### src/rtl/diff_rank_selector.sv
// Scans NUM_ENTRIES DIFF values from a synchronous-read memory and reports the
// smallest and runner-up entries, plus whether the gap between them is confident.
module diff_rank_selector #(
    parameter int unsigned NUM_ENTRIES = 26,
    parameter logic [14:0] MARGIN      = 15'd8
) (
    input  logic        CLK,
    input  logic        RST,
    input  logic        START,
    input  logic [14:0] MEM_DATA,
    output logic [5:0]  MEM_ADDR,
    output logic        MEM_CS,
    output logic        MEM_RW_,
    output logic        BUSY,
    output logic        OE,
    output logic [5:0]  BEST_ADDR,
    output logic [14:0] BEST_DIFF,
    output logic [5:0]  SECOND_ADDR,
    output logic [14:0] SECOND_DIFF,
    output logic        CONFIDENT
);

    localparam int unsigned AW = 6;
    localparam int unsigned DW = 15;
    localparam logic [AW-1:0] LAST_ADDR = AW'(NUM_ENTRIES - 1);

    typedef enum logic [1:0] {
        S_IDLE,
        S_READ,
        S_DRAIN,
        S_DONE
    } state_t;

    state_t        r_state, w_state_nxt;
    logic [AW-1:0] r_addr, w_addr_nxt;
    logic          r_cs, w_cs_nxt;
    logic          r_busy, w_busy_nxt;
    logic          r_oe, w_oe_nxt;
    logic          w_scan_start;

    // Read-return tag: which address the current MEM_DATA belongs to
    logic          r_rd_vld;
    logic [AW-1:0] r_rd_addr;

    logic [AW-1:0] r_best_addr, r_sec_addr, w_best_addr, w_sec_addr;
    logic [DW-1:0] r_best_diff, r_sec_diff, w_best_diff, w_sec_diff;
    logic [DW-1:0] w_gap;

    logic [AW-1:0] r_o_best_addr, r_o_sec_addr;
    logic [DW-1:0] r_o_best_diff, r_o_sec_diff;
    logic          r_o_conf;

    // Next-state and next-output decode
    always_comb begin
        w_state_nxt  = r_state;
        w_addr_nxt   = '0;
        w_cs_nxt     = 1'b0;
        w_busy_nxt   = 1'b0;
        w_oe_nxt     = 1'b0;
        w_scan_start = 1'b0;
        case (r_state)
            S_IDLE: begin
                if (START) begin
                    w_state_nxt  = S_READ;
                    w_cs_nxt     = 1'b1;
                    w_busy_nxt   = 1'b1;
                    w_scan_start = 1'b1;
                end
            end
            S_READ: begin
                w_busy_nxt = 1'b1;
                if (r_addr == LAST_ADDR) begin
                    w_state_nxt = S_DRAIN;
                end else begin
                    w_addr_nxt = r_addr + AW'(1);
                    w_cs_nxt   = 1'b1;
                end
            end
            S_DRAIN: begin
                w_state_nxt = S_DONE;
                w_oe_nxt    = 1'b1;
            end
            S_DONE:  w_state_nxt = S_IDLE;
            default: w_state_nxt = S_IDLE;
        endcase
    end

    // Insert the returning datum into the working best/second pair
    always_comb begin
        w_best_addr = r_best_addr;
        w_best_diff = r_best_diff;
        w_sec_addr  = r_sec_addr;
        w_sec_diff  = r_sec_diff;
        if (r_rd_vld) begin
            if (r_rd_addr == '0) begin
                w_best_addr = r_rd_addr;
                w_best_diff = MEM_DATA;
            end else if (MEM_DATA < r_best_diff) begin
                w_sec_addr  = r_best_addr;
                w_sec_diff  = r_best_diff;
                w_best_addr = r_rd_addr;
                w_best_diff = MEM_DATA;
            end else if ((r_rd_addr == AW'(1)) || (MEM_DATA < r_sec_diff)) begin
                w_sec_addr = r_rd_addr;
                w_sec_diff = MEM_DATA;
            end
        end
        w_gap = w_sec_diff - w_best_diff;
    end

    always_ff @(posedge CLK) begin
        if (RST) begin
            r_state       <= S_IDLE;
            r_addr        <= '0;
            r_cs          <= 1'b0;
            r_busy        <= 1'b0;
            r_oe          <= 1'b0;
            r_rd_vld      <= 1'b0;
            r_rd_addr     <= '0;
            r_best_addr   <= '0;
            r_best_diff   <= '0;
            r_sec_addr    <= '0;
            r_sec_diff    <= '0;
            r_o_best_addr <= '0;
            r_o_best_diff <= '0;
            r_o_sec_addr  <= '0;
            r_o_sec_diff  <= '0;
            r_o_conf      <= 1'b0;
        end else begin
            r_state   <= w_state_nxt;
            r_addr    <= w_addr_nxt;
            r_cs      <= w_cs_nxt;
            r_busy    <= w_busy_nxt;
            r_oe      <= w_oe_nxt;
            r_rd_vld  <= (r_state == S_READ);
            r_rd_addr <= r_addr;
            if (w_scan_start) begin
                r_best_addr <= '0;
                r_best_diff <= '0;
                r_sec_addr  <= '0;
                r_sec_diff  <= '0;
            end else begin
                r_best_addr <= w_best_addr;
                r_best_diff <= w_best_diff;
                r_sec_addr  <= w_sec_addr;
                r_sec_diff  <= w_sec_diff;
            end
            // The last datum arrives in DRAIN, so results latch on the edge into DONE
            if (w_oe_nxt) begin
                r_o_best_addr <= w_best_addr;
                r_o_best_diff <= w_best_diff;
                r_o_sec_addr  <= w_sec_addr;
                r_o_sec_diff  <= w_sec_diff;
                r_o_conf      <= (w_gap >= MARGIN);
            end
        end
    end

    assign MEM_ADDR    = r_addr;
    assign MEM_CS      = r_cs;
    assign MEM_RW_     = 1'b1;
    assign BUSY        = r_busy;
    assign OE          = r_oe;
    assign BEST_ADDR   = r_o_best_addr;
    assign BEST_DIFF   = r_o_best_diff;
    assign SECOND_ADDR = r_o_sec_addr;
    assign SECOND_DIFF = r_o_sec_diff;
    assign CONFIDENT   = r_o_conf;

endmodule
### config.mk
export PLATFORM = sky130hd
export DESIGN_NAME = diff_rank_selector
export DESIGN_NICKNAME = d
export VERILOG_FILES = /design/src/rtl/diff_rank_selector.sv
export SDC_FILE = /design/constraint.sdc
export NUM_CORES = 1
export LEC_CHECK = 0
export CORE_UTILIZATION = 45
export CTS_BUF_LIST = sky130_fd_sc_hd__clkbuf_8
export DETAILED_ROUTE_END_ITERATION = 8
export DONT_BUFFER_PORTS = 1
export GPL_ROUTABILITY_DRIVEN = 0
export PLACE_DENSITY = 0.66
export SLEW_MARGIN = 20
export SYNTH_ARGS = -nofsm -noshare
export SYNTH_HDL_FRONTEND = slang
export SYNTH_SLANG_ARGS = --single-unit
### constraint.sdc
create_clock -name CLK -period 9.8 [get_ports CLK]
set_input_delay 1.47 -clock CLK [delete_from_list [all_inputs] [get_ports CLK]]
set_output_delay 1.47 -clock CLK [all_outputs]
set_load 0.02 [all_outputs]
Yosys cells after proc, flatten, opt, wreduce, memory -nomap -nowiden. Index checks and enable logic that the tools add are counted.

Add/subtract/negate cells: 2. Eq/ne operators: 7. Reduce and logical (&&, ||, !) cells: 6. Multiplexer cells: 23. $lt $le $gt $ge: 3. Bitwise logic cells: 1.

Operators by type and width (count): two-way mux 15 bit (7); two-way mux 6 bit (7); < comparator 15 bit (2); greater-or-equal comparator 15 x 4 -> 1 bit (second input constant) (1); subtractor 15 bit (1); one-hot mux 2 bit (4 select lines) (1); adder 6 x 1 -> 6 bit (second input constant) (1); equality test 6 x 1 -> 1 bit (second input constant) (1); equality test 6 x 5 -> 1 bit (second input constant) (1); zero test 6 bit (1); equality test 2 bit (second input constant) (2); two-way mux 1 bit (4); two-way mux 2 bit (2); inequality test 2 bit (second input constant) (2); one-hot mux 1 bit (2 select lines) (2); OR reduction 3 bit (1); equality test 2 x 1 -> 1 bit (second input constant) (1); zero test 2 bit (1); AND reduction 2 bit (1); OR reduction 2 bit (1); logical OR 1 bit (1); inverter 1 bit (1).

Register bits after elaboration: 103. Output and inout bits: 53. Input port bits: 18. Logic and storage cells: 58.

Logic depth before layout (Yosys ltp).
Word-level depth: 8. Gate-level depth with buffers: 24. Depth with buffers taken out: 21.

Worst setup path after synthesis. OpenSTA, ideal clock, no wires.

Path type: input-to-reg. Start point: input port MEM_DATA[5]. End point: register r_o_conf, in the netlist CONFIDENT. Library setup time: 0.125 ns. Slack: 4.086 ns. Data arrival time: 5.589 ns. Stages on the path: 22. Cells stage by stage: ha_1 a21o_1 a221o_1 a31oi_1 o21a_1 buf_2 a21oi_1 buf_2 buf_2 nand2_1 o21ai_0 a22oi_1 inv_1 ha_1 or3_1 o221a_2 o31ai_1 o21ai_0 a211oi_1 o21ai_0 nor4_1 nor4_2.

Cells in the longest elaborated chain, start to end: 8.

Ends and longest elaborated chain: start, declared (RTL line 10) `input logic [14:0] MEM_DATA,`; < comparator 15 bit (RTL line 103) `end else if ((r_rd_addr == AW'(1)) || (MEM_DATA < r_sec_diff)) begin`; logical OR 1 bit (RTL line 103); two-way mux 15 bit (RTL line 103); two-way mux 15 bit (*) (RTL line 98) `end else if (MEM_DATA < r_best_diff) begin`; two-way mux 15 bit (*) (RTL line 95) `if (r_rd_addr == '0) begin`; two-way mux 15 bit (*) (RTL line 94) `if (r_rd_vld) begin`; named net w_sec_diff[4] (RTL line 46) `logic [DW-1:0] r_best_diff, r_sec_diff, w_best_diff, w_sec_diff;`; subtractor 15 bit (*) (RTL line 108) `w_gap = w_sec_diff - w_best_diff;`; greater-or-equal comparator 15 x 4 -> 1 bit (*) (RTL line 154) `r_o_conf <= (w_gap >= MARGIN);`; end signal, assigned (RTL line 154); end, declared (RTL line 51) `logic r_o_conf;`.

The timed path passes the listed nets; every way through them passes the cells marked *. A chain may end at the register's enable or synchronous reset.

Worst setup path after layout. Same ends and word-level chain as after synthesis.

==> summary.txt <==
Die W - 107 µm
Post-Syn Area per Cell - 8.62 µm²
Leading register cell type out of synthesis - dfxtp_1
Clock transition at path regs - 0.10 ns
Routed len/inst - 15.9 µm
Overflow after GRT - 0
Post-route DRC - 0
Antenna Cells - 0
Initial Util - 0.461
Startpoint types - input pin
Post-route ant nets - 0
Initial DRT Pass Iterations - 4
Status - completed
Area share of the largest cell type after synthesis - 0.413
Pin count of the biggest net entering global routing - 87
IO Count - 71
Min Hold Slack - 0.526 ns
Root Buffer - clkbuf_8
Worst EP required - 10.09 ns
Yosys top cell by area - dfxtp_1
Seq/Total Area, Yosys - 0.413
Leakage - 2.10 nW
Layout cell share with drive strength beyond 1 - 0.0493
Post-CTS setup buffers - 0
Max-cap violations - 0
Worst Path Arrival - 6.37 ns
Initial drt markers - 186
Crit Path Class - input pin to flop
CTS buffer count - 9
Post-Syn Nets - 644
Placed cell area - 0.00508 mm²
Area growth, synth to finish - 6.69%
Number of flops mapped to enable cells by yosys - 0
Worst hold path depth - 2
TNS Setup - 0 ns
Die area - 0.0115 mm²
Clock skew - 0.00669 ns
Final slew viol count - 0
Vias in the first global route - 3780
Seq cells post-synth - 103
DR vias/cell - 5.44
CTS Sinks - 103
CTS tree - yes
Yosys Warn Count - 0
Element type at the critical path end - flop
H-tree levels - 3
R2r endpoint - CONFIDENT$_SDFFE_PP0P_
Final setup viols - 0
Worst ir drop on vdd - 0.198 mV
Layout net count - 628
Die Y - 107 µm
Area of the mapped netlist - 0.00499 mm²
RSZ-0062 raised after global routing - no
Worst Path Max Fanout - 13
Pwr dens - 256 mW/mm²
Tot GR Track Use - 0.210
First-pass GRT wire length - 18500 µm
Post-detail-place hpwl - 8150 µm
Initial antenna violation count - 0
DR vias - 3854
Worst reg2reg path depth - 20
Hold buffer count at CTS - 0
Cells after synthesis - 579
Yosys cell types - 47
WL final - 11300 µm
R2R Path Start - r_sec_diff[5]$_SDFF_PP0_
FMAX - 164 MHz
Most common cell in the netlist - dfxtp_1
Core area - 0.0108 mm²
Tcrit/Tclk final - 0.620
Hold Fails Final Rpt - 0
Final Cell Area - 0.00533 mm²
Worst hold path class - flop to flop
R2r setup slk - 4.40 ns
Hold path start - r_sec_addr[5]$_SDFF_PP0_
Hold endpoint - r_sec_addr[5]$_SDFF_PP0_
Maximum clock path buffer count - 2
Async SR Flop Fraction - 0
Worst-Margin Slew - 1.15 ns
Clk_lat worst skew - 0.40 ns
Post-route minimum period - 6.08 ns
Num rows - 38
Port buffer count - 0
Tot Pwr - 1.36 mW
Synth cell count leaders - dfxtp_1, nor2_1, inv_1, ha_1, a211oi_1
Area contributors post-synth - dfxtp_1, ha_1, nor2_1, a211oi_1, a22oi_1
Post-CTS Resized - 0
Slew margin rel. - 0.231
==> report_power, final <==
part / switching (mW) / leakage, nW / internal, mW
clock: 0.154 / 0.120 / 0.170
combinational: 0.238 / 1.15 / 0.157
sequential: 0.142 / 0.835 / 0.502
total: 0.534 / 2.10 / 0.829
==> worst max-delay path by stage <==
stage | endpoint | from | slack [ns]
after floorplan | CONFIDENT$_SDFFE_PP0P_ | MEM_DATA[5] | 4.09
after global routing | CONFIDENT$_SDFFE_PP0P_ | MEM_DATA[5] | 3.25
after detailed placement | CONFIDENT$_SDFFE_PP0P_ | MEM_DATA[5] | 3.37
after CTS | CONFIDENT$_SDFFE_PP0P_ | MEM_DATA[5] | 3.77
after global placement | CONFIDENT$_SDFFE_PP0P_ | MEM_DATA[5] | 3.52
final | CONFIDENT$_SDFFE_PP0P_ | MEM_DATA[5] | 3.72
==> cells by family after synthesis <==
kind of cell | after synthesis | synth area share
AO/OA/AOI/OAI | 144 | 0.200
adder cells (fa/ha/maj) | 47 | 0.118
flip-flops | 103 | 0.413
buffers and inverters | 81 | 0.0627
AND/OR/NAND/NOR | 177 | 0.156
XOR/XNOR | 9 | 0.0158
multiplexers | 17 | 0.0341
other | 1 | 0.000751
==> layout make-up <==
cell class	instances	area (µm²)
fill	1020	5510
multi-input combinational	395	2620
sequential	103	2060
inverter	49	184
tap	140	175
clock buffer	9	124
clock inverter	7	120
timing repair buffer	5	37.5
==> critical path: stages <==
cell,delay [ns]
ha_1,0.29
a21o_1,0.18
a221o_1,0.34
a31oi_1,0.25
o21ai_1,0.19
a21oi_1,0.94
nand2_1,0.10
o21ai_0,0.11
a22oi_1,0.14
inv_1,0.12
ha_1,0.28
o21a_1,0.19
o221a_2,0.29
o31ai_1,0.44
o21ai_0,0.17
a211oi_1,0.23
o21ai_0,0.18
nor4_1,0.41
nor4_2,0.06
==> state kept, by name (all words and copies together), names as in the netlist <==
| register | cells |
|---|---|
| SECOND_DIFF | 15 |
| MEM_ADDR | 6 |
| MEM_CS | 1 |
| BUSY | 1 |
| r_rd_addr | 6 |
| SECOND_ADDR | 6 |
| BEST_DIFF | 15 |
| r_best_addr | 6 |
| r_sec_diff | 15 |
| OE | 1 |
| BEST_ADDR | 6 |
| r_rd_vld | 1 |
| r_best_diff | 15 |
| CONFIDENT | 1 |
| r_state | 2 |
| r_sec_addr | 6 |
==> layer usage <==
layer	GRT usage	part of all wire
met1	0.261	0.46
met2	0.328	0.45
met3	0.0726	0.065
met4	0.0910	0.022
met5	0	0
==> per-stage QoR <==
| stage | utilization | setup slack [ns] | cells |
|---|---|---|---|
| 4_1_cts | 0.491 | 3.77 | 708 |
| 2_1_floorplan | - | 4.09 | 579 |
| 3_3_place_gp | 0.469 | 3.52 | 692 |
| 3_5_place_dp | 0.469 | 3.37 | 692 |
| 6_report | 0.491 | 3.72 | 708 |
| 5_1_grt | 0.491 | 3.25 | 708 |
==> cell usage in the layout (no fill, tap or decap), types with 3 or more instances in the layout <==
| cell type | Yosys | routed |
|---|---|---|
| a211oi_1 | 43 | 43 |
| a21oi_1 | 22 | 22 |
| a22o_1 | 6 | 6 |
| a22oi_1 | 25 | 25 |
| and3_1 | 3 | 3 |
| buf_4 | 1 | 5 |
| bufinv_16 | 0 | 3 |
| clkbuf_8 | 0 | 9 |
| dfxtp_1 | 103 | 103 |
| ha_1 | 47 | 46 |
| inv_1 | 49 | 49 |
| mux2i_1 | 17 | 17 |
| nand2_1 | 33 | 33 |
| nand2b_1 | 4 | 4 |
| nand3_1 | 3 | 3 |
| nor2_1 | 102 | 102 |
| nor2b_1 | 11 | 11 |
| nor3_1 | 8 | 8 |
| o21a_1 | 5 | 5 |
| o21ai_0 | 23 | 23 |
| xor2_1 | 7 | 7 |
(Power assumes the default switching activity.)
